File: config.mk
export PLATFORM = sky130hd
export DESIGN_NAME = ysyx_22041071_ifu
export DESIGN_NICKNAME = d
export VERILOG_FILES = /design/src/rtl/ysyx_22041071_ifu_pkg.sv /design/src/rtl/ysyx_22041071_ifu_fifo.sv /design/src/rtl/ysyx_22041071_ifu.sv
export SDC_FILE = /design/constraint.sdc
export NUM_CORES = 1
export LEC_CHECK = 0
export ABC_AREA = 0
export CORE_MARGIN = 2
export CORE_UTILIZATION = 30
export CTS_CLUSTER_SIZE = 8
export DETAILED_ROUTE_END_ITERATION = 8
export GPL_TIMING_DRIVEN = 1
export HOLD_SLACK_MARGIN = 0.08
export PLACE_DENSITY_LB_ADDON = 0.15
export SLEW_MARGIN = 20
export SYNTH_ARGS = -nofsm -noshare
export SYNTH_HDL_FRONTEND = slang
export SYNTH_SLANG_ARGS = --single-unit
File: constraint.sdc
create_clock -name clk -period 10.65 [get_ports clk]
set_input_delay 2.13 -clock clk [delete_from_list [all_inputs] [get_ports clk]]
set_output_delay 2.13 -clock clk [all_outputs]
set_load 0.05 [all_outputs]
File: src/rtl/ysyx_22041071_ifu_pkg.sv
// Shared widths, default reset PC and fetch FSM encodings for the ysyx_22041071 IFU.
package ysyx_22041071_ifu_pkg;

    localparam int ADDR_BUS = 64;
    localparam int INS_BUS  = 32;
    localparam int ENTRY_W  = ADDR_BUS + INS_BUS;

    localparam logic [ADDR_BUS-1:0] RESET_PC_DEFAULT = 64'h8000_0000;

    typedef enum logic [1:0] {
        IDLE = 2'd0,
        REQ  = 2'd1,
        WAIT = 2'd2
    } fetch_state_e;

    function automatic logic [ADDR_BUS-1:0] align_pc(input logic [ADDR_BUS-1:0] pc);
        return pc & ~64'h3;
    endfunction

endpackage

File: src/rtl/ysyx_22041071_ifu_fifo.sv
// Fetch buffer: synchronous FIFO of {pc, ins} entries with flush; flush beats push and pop.
module ysyx_22041071_ifu_fifo #(
    parameter int DEPTH = 2,
    parameter int WIDTH = 96
) (
    input  logic                     clk,
    input  logic                     reset,
    input  logic                     push,
    input  logic                     pop,
    input  logic                     flush,
    input  logic [WIDTH-1:0]         wdata,
    output logic [WIDTH-1:0]         rdata,
    output logic [$clog2(DEPTH):0]   count,
    output logic                     full,
    output logic                     empty
);

    localparam int PW = $clog2(DEPTH);
    localparam int CW = PW + 1;

    logic [WIDTH-1:0] mem [DEPTH];
    logic [PW-1:0]    wr_ptr;
    logic [PW-1:0]    rd_ptr;
    logic             do_push;
    logic             do_pop;

    assign empty   = count == '0;
    assign full    = count == CW'(DEPTH);
    assign do_pop  = pop && !empty;
    assign do_push = push && (!full || do_pop);
    assign rdata   = mem[rd_ptr];

    // Storage is cleared on reset so the head reads as zero until the first push.
    always_ff @(posedge clk) begin
        if (reset) begin
            wr_ptr <= '0;
            rd_ptr <= '0;
            count  <= '0;
            for (int i = 0; i < DEPTH; i++) begin
                mem[i] <= '0;
            end
        end else if (flush) begin
            wr_ptr <= '0;
            rd_ptr <= '0;
            count  <= '0;
        end else begin
            if (do_push) begin
                mem[wr_ptr] <= wdata;
                wr_ptr      <= wr_ptr + 1'b1;
            end
            if (do_pop) begin
                rd_ptr <= rd_ptr + 1'b1;
            end
            count <= count + CW'(do_push) - CW'(do_pop);
        end
    end

endmodule

File: src/rtl/ysyx_22041071_ifu.sv
// Instruction-fetch stage: one outstanding imem request, buffered {pc, ins} to decode, redirects.
// Define YSYX_22041071_IFU_PERF_EN to add the perf_fetched / perf_flushed counters.
module ysyx_22041071_ifu
    import ysyx_22041071_ifu_pkg::*;
#(
    parameter logic [ADDR_BUS-1:0] RESET_PC   = RESET_PC_DEFAULT,
    parameter int                  FIFO_DEPTH = 2
) (
    input  logic                clk,
    input  logic                reset,
    input  logic                redirect_ex,
    input  logic [ADDR_BUS-1:0] redirect_ex_pc,
    input  logic                redirect_id,
    input  logic [ADDR_BUS-1:0] redirect_id_pc,
    output logic                imem_req,
    output logic [ADDR_BUS-1:0] imem_addr,
    input  logic                imem_gnt,
    input  logic                imem_rvalid,
    input  logic [INS_BUS-1:0]  imem_rdata,
    output logic [ADDR_BUS-1:0] PC2,
    output logic [INS_BUS-1:0]  Ins1,
    output logic                valid2,
    input  logic                ready2
`ifdef YSYX_22041071_IFU_PERF_EN
    ,
    output logic [63:0]         perf_fetched,
    output logic [63:0]         perf_flushed
`endif
);

    localparam int CW = $clog2(FIFO_DEPTH) + 1;

    fetch_state_e        state;
    logic [ADDR_BUS-1:0] fetch_pc;
    logic [ADDR_BUS-1:0] req_pc;
    logic                drop;
    logic                redirect;
    logic [ADDR_BUS-1:0] redirect_pc;
    logic                credit_free;
    logic                granted;
    logic                resp_seen;
    logic                push;
    logic                pop;
    logic [CW-1:0]       fifo_count;
    logic                fifo_full;
    logic                fifo_empty;
    logic [ENTRY_W-1:0]  head;

    assign redirect    = redirect_ex || redirect_id;
    assign redirect_pc = align_pc(redirect_ex ? redirect_ex_pc : redirect_id_pc);

    // A request may only go out if its response is guaranteed a buffer slot.
    assign credit_free = ((int'(fifo_count) + int'(state == WAIT)) < FIFO_DEPTH) && !fifo_full;
    assign imem_req    = (state == REQ) && credit_free;
    assign imem_addr   = fetch_pc;
    assign granted     = imem_req && imem_gnt;
    assign resp_seen   = (state == WAIT) && imem_rvalid;
    assign push        = resp_seen && !drop && !redirect;
    assign pop         = valid2 && ready2;
    assign valid2      = !fifo_empty;
    assign {PC2, Ins1} = head;

    ysyx_22041071_ifu_fifo #(
        .DEPTH (FIFO_DEPTH),
        .WIDTH (ENTRY_W)
    ) u_fifo (
        .clk   (clk),
        .reset (reset),
        .push  (push),
        .pop   (pop),
        .flush (redirect),
        .wdata ({req_pc, imem_rdata}),
        .rdata (head),
        .count (fifo_count),
        .full  (fifo_full),
        .empty (fifo_empty)
    );

    // A redirect always overrides the sequential fetch_pc update made earlier in this block.
    always_ff @(posedge clk) begin
        if (reset) begin
            state    <= IDLE;
            fetch_pc <= RESET_PC;
            req_pc   <= '0;
            drop     <= 1'b0;
        end else begin
            case (state)
                IDLE: state <= REQ;
                REQ: begin
                    if (granted) begin
                        state    <= WAIT;
                        req_pc   <= fetch_pc;
                        fetch_pc <= fetch_pc + 64'd4;
                        drop     <= redirect;
                    end
                end
                WAIT: begin
                    if (imem_rvalid) begin
                        state <= REQ;
                        drop  <= 1'b0;
                    end else if (redirect) begin
                        drop <= 1'b1;
                    end
                end
                default: state <= IDLE;
            endcase
            if (redirect) begin
                fetch_pc <= redirect_pc;
            end
        end
    end

`ifdef YSYX_22041071_IFU_PERF_EN
    // Flushed work is the buffered entries lost to a redirect plus every discarded response.
    always_ff @(posedge clk) begin
        if (reset) begin
            perf_fetched <= '0;
            perf_flushed <= '0;
        end else begin
            if (push) begin
                perf_fetched <= perf_fetched + 64'd1;
            end
            perf_flushed <= perf_flushed
                          + (redirect ? 64'(fifo_count) : 64'd0)
                          + 64'(resp_seen && !push);
        end
    end
`endif

endmodule

==> results of run 1 <==
stage by stage:
step,area [µm²],instances
after floorplan,14700,1347
after global placement,18500,2213
after detailed placement,18500,2215
after CTS,19900,2300
after global routing,19900,2300
final,19900,2301
power groups by stage:
stage / Combinational (W) / Clock, W / Sequential [W]
global placement: 0.000390 / 0 / 0.00143
finish: 0.000386 / 0.00136 / 0.00140
CTS: 0.000393 / 0.00140 / 0.00140
global route: 0.000410 / 0.00145 / 0.00141
floorplan: 0.000162 / 0 / 0.00147
detailed placement: 0.000391 / 0 / 0.00143
cell type report:
type | count | area, µm² | area share
Tap cell | 622 | 778 | 0.0392
Multi-Input combinational cell | 917 | 6040 | 0.304
Sequential cell | 320 | 8290 | 0.417
Timing Repair Buffer | 336 | 3350 | 0.168
Antenna cell | 1 | 2.50 | 0.000126
Inverter | 20 | 75.1 | 0.00378
Clock buffer | 83 | 1320 | 0.0665
Clock inverter | 2 | 16.3 | 0.000818
placed cells by master, fill, tap and decap left out, types with 3 or more instances in the layout:
cell and n:
clkdlybuf4s50_1 318, and2_1 190, edfxtp_1 188, nand2_1 182, dfxtp_1 131, a21oi_1 95, mux2_2 94, clkbuf_16 47
nor2_1 39, clkbuf_1 35, xnor2_1 34, a211oi_1 31, o21ai_0 29, a22oi_1 25, o22ai_1 24, nand3_1 23
inv_1 18, nor3_1 15, nand4_1 14, buf_4 13, xor2_1 7, nor4_2 7, mux2i_1 7, nor2b_1 6
o21ai_1 6, a221oi_1 5, nor4_1 5, o31a_1 5, and3_1 5, or2_2 4, a222oi_1 4, conb_1 4
nand4_4 3, nand3_2 3, nor3_4 3, nand4_2 3, o31ai_1 3, or3_1 3, ha_1 3
state kept, by name (all words and copies together), names as in the netlist, named ones only:
name and flops:
u_fifo.rd_ptr 1, u_fifo.mem 188, req_pc 62, state 2, drop 1, u_fifo.count 2
imem_addr 62, u_fifo.wr_ptr 1
how the worst max path moves through the flow:
stage                                   end  cells after the start  slack, ps        start
final                     u_fifo.mem[1][81]                      7       5310  redirect_id
after floorplan            u_fifo.mem[1][0]                      6       5040  redirect_ex
after global placement    u_fifo.mem[1][23]                      7       4640  redirect_id
after CTS                 u_fifo.mem[1][36]                      7       5230  redirect_id
after global routing       u_fifo.mem[1][9]                      7       5050  redirect_id
after detailed placement  u_fifo.mem[1][16]                      7       4620  redirect_id
metal layers:
layer  vias to the layer above  track usage
met2                       326        0.322
met3                        60       0.0473
met1                      5433        0.245
met5                         -            0
met4                         2       0.0500
li1                       5390            -
worst max-delay path, delay by kind of cell:
kind	cells	cell delay (ps)
AOI/OAI and AO/OA	1	540
and+or+nand+nor	3	1280
buffers and inverters	3	1430
kinds of logic after synthesis:
| kind of cell | Yosys count | synth area share |
|---|---|---|
| fa+ha+maj | 3 | 0.00255 |
| mux | 101 | 0.0768 |
| other cells | 1 | 0.000255 |
| compound gates | 241 | 0.103 |
| flops | 320 | 0.564 |
| buf+inv | 110 | 0.0308 |
| simple gates | 527 | 0.199 |
| xor+xnor | 41 | 0.0244 |
==> results.sh, run 1 <==
export IMPL_power_w=0.00315
export IMPL_num_fill_cells=4794
export IMPL_critPathMaxStageDelay_ps=770
export IMPL_antenna_left=0
export IMPL_syn_area_per_cell_um2=10.9
export IMPL_layout_setup_ws_ps=5310
export IMPL_skew_ps=21.0
export IMPL_drt_wirelength_per_cell_um=21.4
export IMPL_final_period_utilization=0.502
export IMPL_die_area_um2=50800
export IMPL_clk_pin_slew_ps=50
export IMPL_cts_resized=0
export IMPL_synth_seq_cells=320
export IMPL_first_pass_iters=5
export IMPL_holdWs_ps=455
export IMPL_timing_fmax_ghz=0.187
export IMPL_tns_ps=0
export IMPL_yosys_top_cells_area="edfxtp_1 38%, dfxtp_1 18%, and2_1 8.1%"
export IMPL_netSwitchingPower_w=0.000817
export IMPL_ys_warnings_count=0
export IMPL_die_x_um=225
export IMPL_arrival_ps=5520
export IMPL_hp_start="req_pc[59]"
export IMPL_cts_setup_buffers=0
export IMPL_clkLatencyLatePin_ps=560
export IMPL_vias=11200
export IMPL_fin_util=0.409
export IMPL_setup_viol=0
export IMPL_p_clk_frac=0.432
export IMPL_hold_viol_final=0
export IMPL_placementRows=81
export IMPL_synth_most_common_cell="and2_1"
export IMPL_path_common_cell="buf_4"
export IMPL_synth_common_cells="190 x and2_1, 188 x edfxtp_1, 183 x nand2_1"
export IMPL_hold_class="reg2reg"
export IMPL_reg2reg_depth=6
export IMPL_synth_ff_type="edfxtp_1"
export IMPL_power_density_nw_per_um2=159
export IMPL_initial_utilization=0.302
export IMPL_vdd_drop_max_mv=0.0851
export IMPL_holdPathStages=2
export IMPL_core_area_um2=48600
export IMPL_dp_hpwl_mm=32.6
export IMPL_ff2ff_setup_slack_ps=7320
export IMPL_reg2reg_from="state[1]"
export IMPL_drt_met1_wl_mm=21.5
export IMPL_avgViaCountPerCell=4.87
export IMPL_synth_top_area_share=0.384
export IMPL_drt_iter0_drc=611
export IMPL_slowest_stage="buf_4"
export IMPL_status="finished, final reports clean"
export IMPL_fin_nets=1811
export IMPL_overflow=0
export IMPL_clk_path_buf_depth=3
export IMPL_layout_drive_gt1_share=0.122
export IMPL_seq_area_frac_synth=0.564
export IMPL_grt_pass1_wl_mm=71.9
export IMPL_p_sw_frac=0.259
export IMPL_worst_pin_slew_ps=957
export IMPL_place_congestion=0.769
export IMPL_crit_chain="clkdlybuf4s50_1 > buf_4 > or2_0 > a2111oi_4 > nand2_1 > nand2_4 > buf_4"
export IMPL_met2_length_mm=23.5
export IMPL_power_frac_comb=0.123
export IMPL_drc=0
export IMPL_pre_cts_ws_ps=4620
export IMPL_critical_path_class="in2reg"
export IMPL_cp_required_ps=10820
export IMPL_ys_async_sr_fraction=0
export IMPL_first_global_vias=11100
export IMPL_synth_edf_count=188
export IMPL_rsz0062_at_grt="no"
export IMPL_min_period_ps=5340
export IMPL_h_tree_depth=2
export IMPL_hold_buffers=0
export IMPL_cts_tree="done"
export IMPL_routed_wl_mm=49.2
export IMPL_grt_max_degree=88
export IMPL_numPortBuffers=320
export IMPL_grt_usage=0.192
export IMPL_synth_cell_type_count=69
export IMPL_io_pins=329
export IMPL_wl_met3_mm=3.24
export IMPL_worst_setup_path_start_kind="primary input"
export IMPL_max_slew_margin=0.362
export IMPL_slew_viol_final=0
export IMPL_cts_sinks=320
export IMPL_synth_area_um2=14700
export IMPL_r2r_end="u_fifo.mem[1][81]"
export IMPL_area_growth_pct=35.2
export IMPL_leakagePower_nw=6.91
export IMPL_top_layer_used="met5"
export IMPL_yosys_area_top_type="edfxtp_1"
export IMPL_max_cap_viol_count=0
export IMPL_hold_end="req_pc[59]"
export IMPL_synthCells=1344
export IMPL_cts_root_buf="clkbuf_16"
export IMPL_p_seq_frac=0.445
export IMPL_critPathCaptureType="register"
export IMPL_cts_buffers=46
export IMPL_die_y_um=225
export IMPL_antenna_found_initial=2
export IMPL_cp_max_fo=55
export IMPL_p_int_w=0.00234
No activity file was read; power rests on OpenSTA's default activity.
==> run 2, diff against run 1 <==
==> constraint.sdc (replaced) <==
create_clock -name clk -period 5.3 [get_ports clk]
set_input_delay 1.06 -clock clk [delete_from_list [all_inputs] [get_ports clk]]
set_output_delay 1.06 -clock clk [all_outputs]
set_load 0.05 [all_outputs]
==> results.sh, run 2 (synthesis results as in run 1) <==
export IMPL_area_growth_pct=35.8
export IMPL_first_pass_iters=5
export IMPL_vias=11400
export IMPL_drc=0
export IMPL_final_cells=2307
export IMPL_worst_setup_path_start_kind="register"
export IMPL_rsz0062_at_grt="no"
export IMPL_skew_ps=14.7
export IMPL_multi_input_area_um2=6040
export IMPL_power_density_nw_per_um2=320
export IMPL_clk_path_buf_depth=3
export IMPL_drt_wirelength_per_cell_um=21.5
export IMPL_status="finished, final reports clean"
export IMPL_cts_tree="done"
export IMPL_setup_viol=0
export IMPL_place_congestion=0.797
export IMPL_num_fill_cells=4762
export IMPL_h_tree_depth=2
export IMPL_holdWs_ps=457
export IMPL_largest_register_ff_count=188
export IMPL_critical_path_class="reg2out"
export IMPL_io_pins=329
export IMPL_numPortBuffers=320
export IMPL_cts_buffers=46
export IMPL_timing_fmax_ghz=0.241
export IMPL_routed_wl_mm=49.6
export IMPL_clkLatencyLatePin_ps=570
export IMPL_grt_max_degree=88
export IMPL_vdd_drop_max_mv=0.193
export IMPL_cts_resized=0
export IMPL_cp_required_ps=4240
export IMPL_slew_viol_final=0
export IMPL_diodes=0
export IMPL_final_cell_mix="318 x clkdlybuf4s50_1, 190 x and2_1, 188 x edfxtp_1, 182 x nand2_1, 131 x dfxtp_1"
export IMPL_first_global_vias=11200
export IMPL_reg2reg_depth=7
export IMPL_initial_utilization=0.302
export IMPL_cp_endpoint="PC2[45]"
export IMPL_clk_pin_slew_ps=50
export IMPL_final_period_utilization=0.782
export IMPL_place_inst=2221
export IMPL_top_register="u_fifo.mem"
export IMPL_ff2ff_setup_slack_ps=2360
export IMPL_antenna_left=0
export IMPL_hold_class="reg2reg"
export IMPL_max_slew_margin=0.243
export IMPL_placementRows=81
export IMPL_avgViaCountPerCell=4.94
export IMPL_cts_root_buf="clkbuf_16"
export IMPL_hold_buffers=0
export IMPL_cts_setup_buffers=0
export IMPL_register_area_um2=8290
export IMPL_min_period_ps=4150
export IMPL_fin_util=0.410
export IMPL_critPathCaptureType="output port"
export IMPL_grt_usage=0.193
export IMPL_core_area_um2=48600
export IMPL_grt_pass1_wl_mm=72.3
export IMPL_fin_nets=1817
export IMPL_r2r_end="imem_addr[52]"
export IMPL_layout_drive_gt1_share=0.126
export IMPL_hold_viol_final=0
export IMPL_overflow=0
export IMPL_die_x_um=225
export IMPL_drt_iter0_drc=567
export IMPL_max_cap_viol_count=0
export IMPL_antenna_found_initial=2
export IMPL_dp_hpwl_mm=33.0
export IMPL_reg2reg_from="imem_addr[2]"
export IMPL_worst_pin_slew_ps=1140
export IMPL_die_y_um=225
export IMPL_cp_max_fo=54
export IMPL_final_common_cell="clkdlybuf4s50_1"
export IMPL_cts_sinks=320
export IMPL_tns_ps=0
export IMPL_die_area_um2=50800
export IMPL_arrival_ps=3090
export IMPL_leakagePower_nw=6.96
## run 2: changes by cell type in the layout (fill, tap and decap cells not counted), sizes merged
cell      change
buf           +6
clkbuf        +1
clkinv        +2
clkinvlp      -1
diode         -1
inv           -1
## run 2: worst min path at each step
stage                from          to  slack (ps)  cells past startpoint
5_1_grt        req_pc[29]  req_pc[29]         470                      2
3_3_place_gp   req_pc[60]  req_pc[60]         450                      2
6_report       req_pc[60]  req_pc[60]         460                      2
2_1_floorplan  req_pc[10]  req_pc[10]         440                      2
3_5_place_dp   req_pc[19]  req_pc[19]         450                      2
4_1_cts         req_pc[5]   req_pc[5]         460                      2
## run 2: area by class of cell
| cell class | instances | share of cell area |
|---|---|---|
| flip-flops and latches | 320 | 0.415 |
| clock inverters | 2 | 0.00163 |
| inverters | 20 | 0.00376 |
| well taps | 622 | 0.0390 |
| clock buffers | 84 | 0.0669 |
| multi-input cells | 917 | 0.303 |
| repair buffers | 342 | 0.171 |
## run 2: critical path, cell delays in order, from the launching register on
cell	delay [ps]
dfxtp_4	970
buf_4	420
mux2_2	370
clkdlybuf4s50_1	740
## run 2: per-stage QoR
step | area, µm² | worst slack (ps) | power, W
final | 20000 | 1150 | 0.00639
after global placement | 18600 | 1440 | 0.00365
after CTS | 20000 | 1030 | 0.00648
after global routing | 20000 | 991 | 0.00663
after floorplan | 14700 | 758 | 0.00328
after detailed placement | 18600 | 1430 | 0.00366
## run 2: per-layer routing
layer  GRT usage  routed length, µm  up-vias
met5           0                 27        -
met2       0.321              23700      359
li1            -                  -     5414
met3      0.0420               2960       71
met1       0.249              21800     5547
met4      0.0613               1170        4
## run 2: power breakdown
part / internal (W) / switching, W
Sequential: 0.00273 / 0.0000920
Combinational: 0.000304 / 0.000481
Clock: 0.00169 / 0.00110
==> run 3, diff against run 2 <==
==> constraint.sdc (replaced) <==
create_clock -name clk -period 3.4 [get_ports clk]
set_input_delay 0.68 -clock clk [delete_from_list [all_inputs] [get_ports clk]]
set_output_delay 0.68 -clock clk [all_outputs]
set_load 0.05 [all_outputs]
==> results.sh, run 3 (synthesis results as in run 1) <==
export IMPL_antenna_left=0
export IMPL_crit_chain="buf_4 > mux2_2 > clkdlybuf4s50_1"
export IMPL_critPathMaxStageDelay_ps=740
export IMPL_first_global_vias=11200
export IMPL_p_int_w=0.00744
export IMPL_core_area_um2=48600
export IMPL_cts_setup_buffers=0
export IMPL_holdPathStages=2
export IMPL_die_area_um2=50800
export IMPL_drc=0
export IMPL_drt_iter0_drc=820
export IMPL_vias=11400
export IMPL_cts_root_buf="clkbuf_16"
export IMPL_die_x_um=225
export IMPL_h_tree_depth=2
export IMPL_place_congestion=0.794
export IMPL_final_common_cell="clkdlybuf4s50_1"
export IMPL_top_register="u_fifo.mem"
export IMPL_drt_wirelength_per_cell_um=21.4
export IMPL_power_frac_comb=0.129
export IMPL_cp_required_ps=2720
export IMPL_vdd_drop_max_mv=0.348
export IMPL_numPortBuffers=320
export IMPL_p_seq_frac=0.434
export IMPL_fin_nets=1846
export IMPL_skew_ps=25.5
export IMPL_hold_viol_final=0
export IMPL_cts_sinks=320
export IMPL_p_sw_frac=0.261
export IMPL_rsz0062_at_grt="no"
export IMPL_area_growth_pct=37.9
export IMPL_cts_resized=0
export IMPL_hold_end="req_pc[43]"
export IMPL_avgViaCountPerCell=4.89
export IMPL_grt_max_degree=69
export IMPL_slowest_stage="clkdlybuf4s50_1"
export IMPL_p_clk_frac=0.438
export IMPL_num_fill_cells=4730
export IMPL_timing_fmax_ghz=0.312
export IMPL_placementRows=81
export IMPL_netSwitchingPower_w=0.00262
export IMPL_io_pins=329
export IMPL_overflow=0
export IMPL_clk_path_buf_depth=3
export IMPL_initial_utilization=0.302
export IMPL_worst_setup_path_start_kind="register"
export IMPL_die_y_um=225
export IMPL_pre_cts_ws_ps=325
export IMPL_grt_pass1_wl_mm=73.4
export IMPL_r2r_end="imem_addr[52]"
export IMPL_critical_path_class="reg2out"
export IMPL_slew_viol_final=0
export IMPL_hp_start="req_pc[43]"
export IMPL_min_period_ps=3210
export IMPL_cts_buffers=46
export IMPL_antenna_found_initial=6
export IMPL_leakagePower_nw=7.14
export IMPL_first_pass_iters=5
export IMPL_cp_max_fo=21
export IMPL_critPathCaptureType="output port"
export IMPL_arrival_ps=2530
export IMPL_layout_setup_ws_ps=192
export IMPL_reg2reg_depth=6
export IMPL_cts_tree="done"
export IMPL_final_period_utilization=0.943
export IMPL_clkLatencyLatePin_ps=570
export IMPL_layout_drive_gt1_share=0.141
export IMPL_setup_viol=0
export IMPL_tns_ps=0
export IMPL_final_cell_mix="318 x clkdlybuf4s50_1, 190 x and2_1, 188 x edfxtp_1, 182 x nand2_1, 131 x dfxtp_1"
export IMPL_dp_hpwl_mm=33.9
export IMPL_status="finished, final reports clean"
export IMPL_hold_class="reg2reg"
export IMPL_largest_register_ff_count=188
export IMPL_max_cap_viol_count=0
export IMPL_routed_wl_mm=50.0
export IMPL_worst_pin_slew_ps=840
export IMPL_max_slew_margin=0.440
export IMPL_hold_buffers=0
export IMPL_ff2ff_setup_slack_ps=730
export IMPL_reg2reg_from="imem_addr[6]"
export IMPL_grt_usage=0.196
export IMPL_clk_pin_slew_ps=50
export IMPL_power_density_nw_per_um2=496
## run 3: cell count changes in the layout (fill, tap and decap cells not counted), sizes merged
cell    change
buf        +29
clkinv      -1
diode       +5
## run 3: area by class of cell
type	instances	area, µm²	area share
sequential	320	8290	0.409
inverter	20	75.1	0.00370
clock buffer	84	1370	0.0674
clock inverter	1	5.00	0.000247
multi-input combinational	917	6040	0.298
timing repair buffer	371	3700	0.183
tap	622	778	0.0384
antenna	5	12.5	0.000617
## run 3: how the worst max path moves through the flow
| stage | start | endpoint | slack (ps) |
|---|---|---|---|
| after floorplan | redirect_ex | u_fifo.mem[1][0] | 120 |
| after global placement | imem_gnt | imem_addr[49] | 320 |
| after detailed placement | imem_gnt | imem_addr[58] | 330 |
| after CTS | register | PC2[57] | 120 |
| after global routing | register | PC2[57] | 90 |
| final | register | PC2[57] | 190 |
## run 3: worst max-delay path: cells and delay by family (launching register included)
kind / cells / cell delay [ps]
buffers and inverters: 2 / 1100
DFF: 1 / 490
muxes: 1 / 370
## run 3: through the flow
step / utilization / hold WS [ps] / cell area, µm² / power, W / instances
floorplan: - / 440 / 14700 / 0.00510 / 1347
global placement: 0.388 / 446 / 18900 / 0.00574 / 2250
detailed placement: 0.388 / 453 / 18900 / 0.00575 / 2250
CTS: 0.417 / 460 / 20300 / 0.0102 / 2335
global route: 0.417 / 475 / 20300 / 0.0104 / 2337
finish: 0.417 / 457 / 20300 / 0.0101 / 2340
## run 3: routing by layer
layer,global-route usage,vias to the layer above,part of all wire
met5,0,-,0.00026
met4,0.0468,2,0.015
met3,0.0472,57,0.060
met2,0.322,322,0.48
met1,0.260,5584,0.45
li1,-,5471,-
## run 3: power by group through the flow
stage / registers, W / clock network (W) / logic, W
floorplan: 0.00459 / 0 / 0.000509
global placement: 0.00444 / 0 / 0.00130
detailed placement: 0.00444 / 0 / 0.00130
CTS: 0.00437 / 0.00453 / 0.00131
global route: 0.00438 / 0.00468 / 0.00137
finish: 0.00436 / 0.00440 / 0.00129
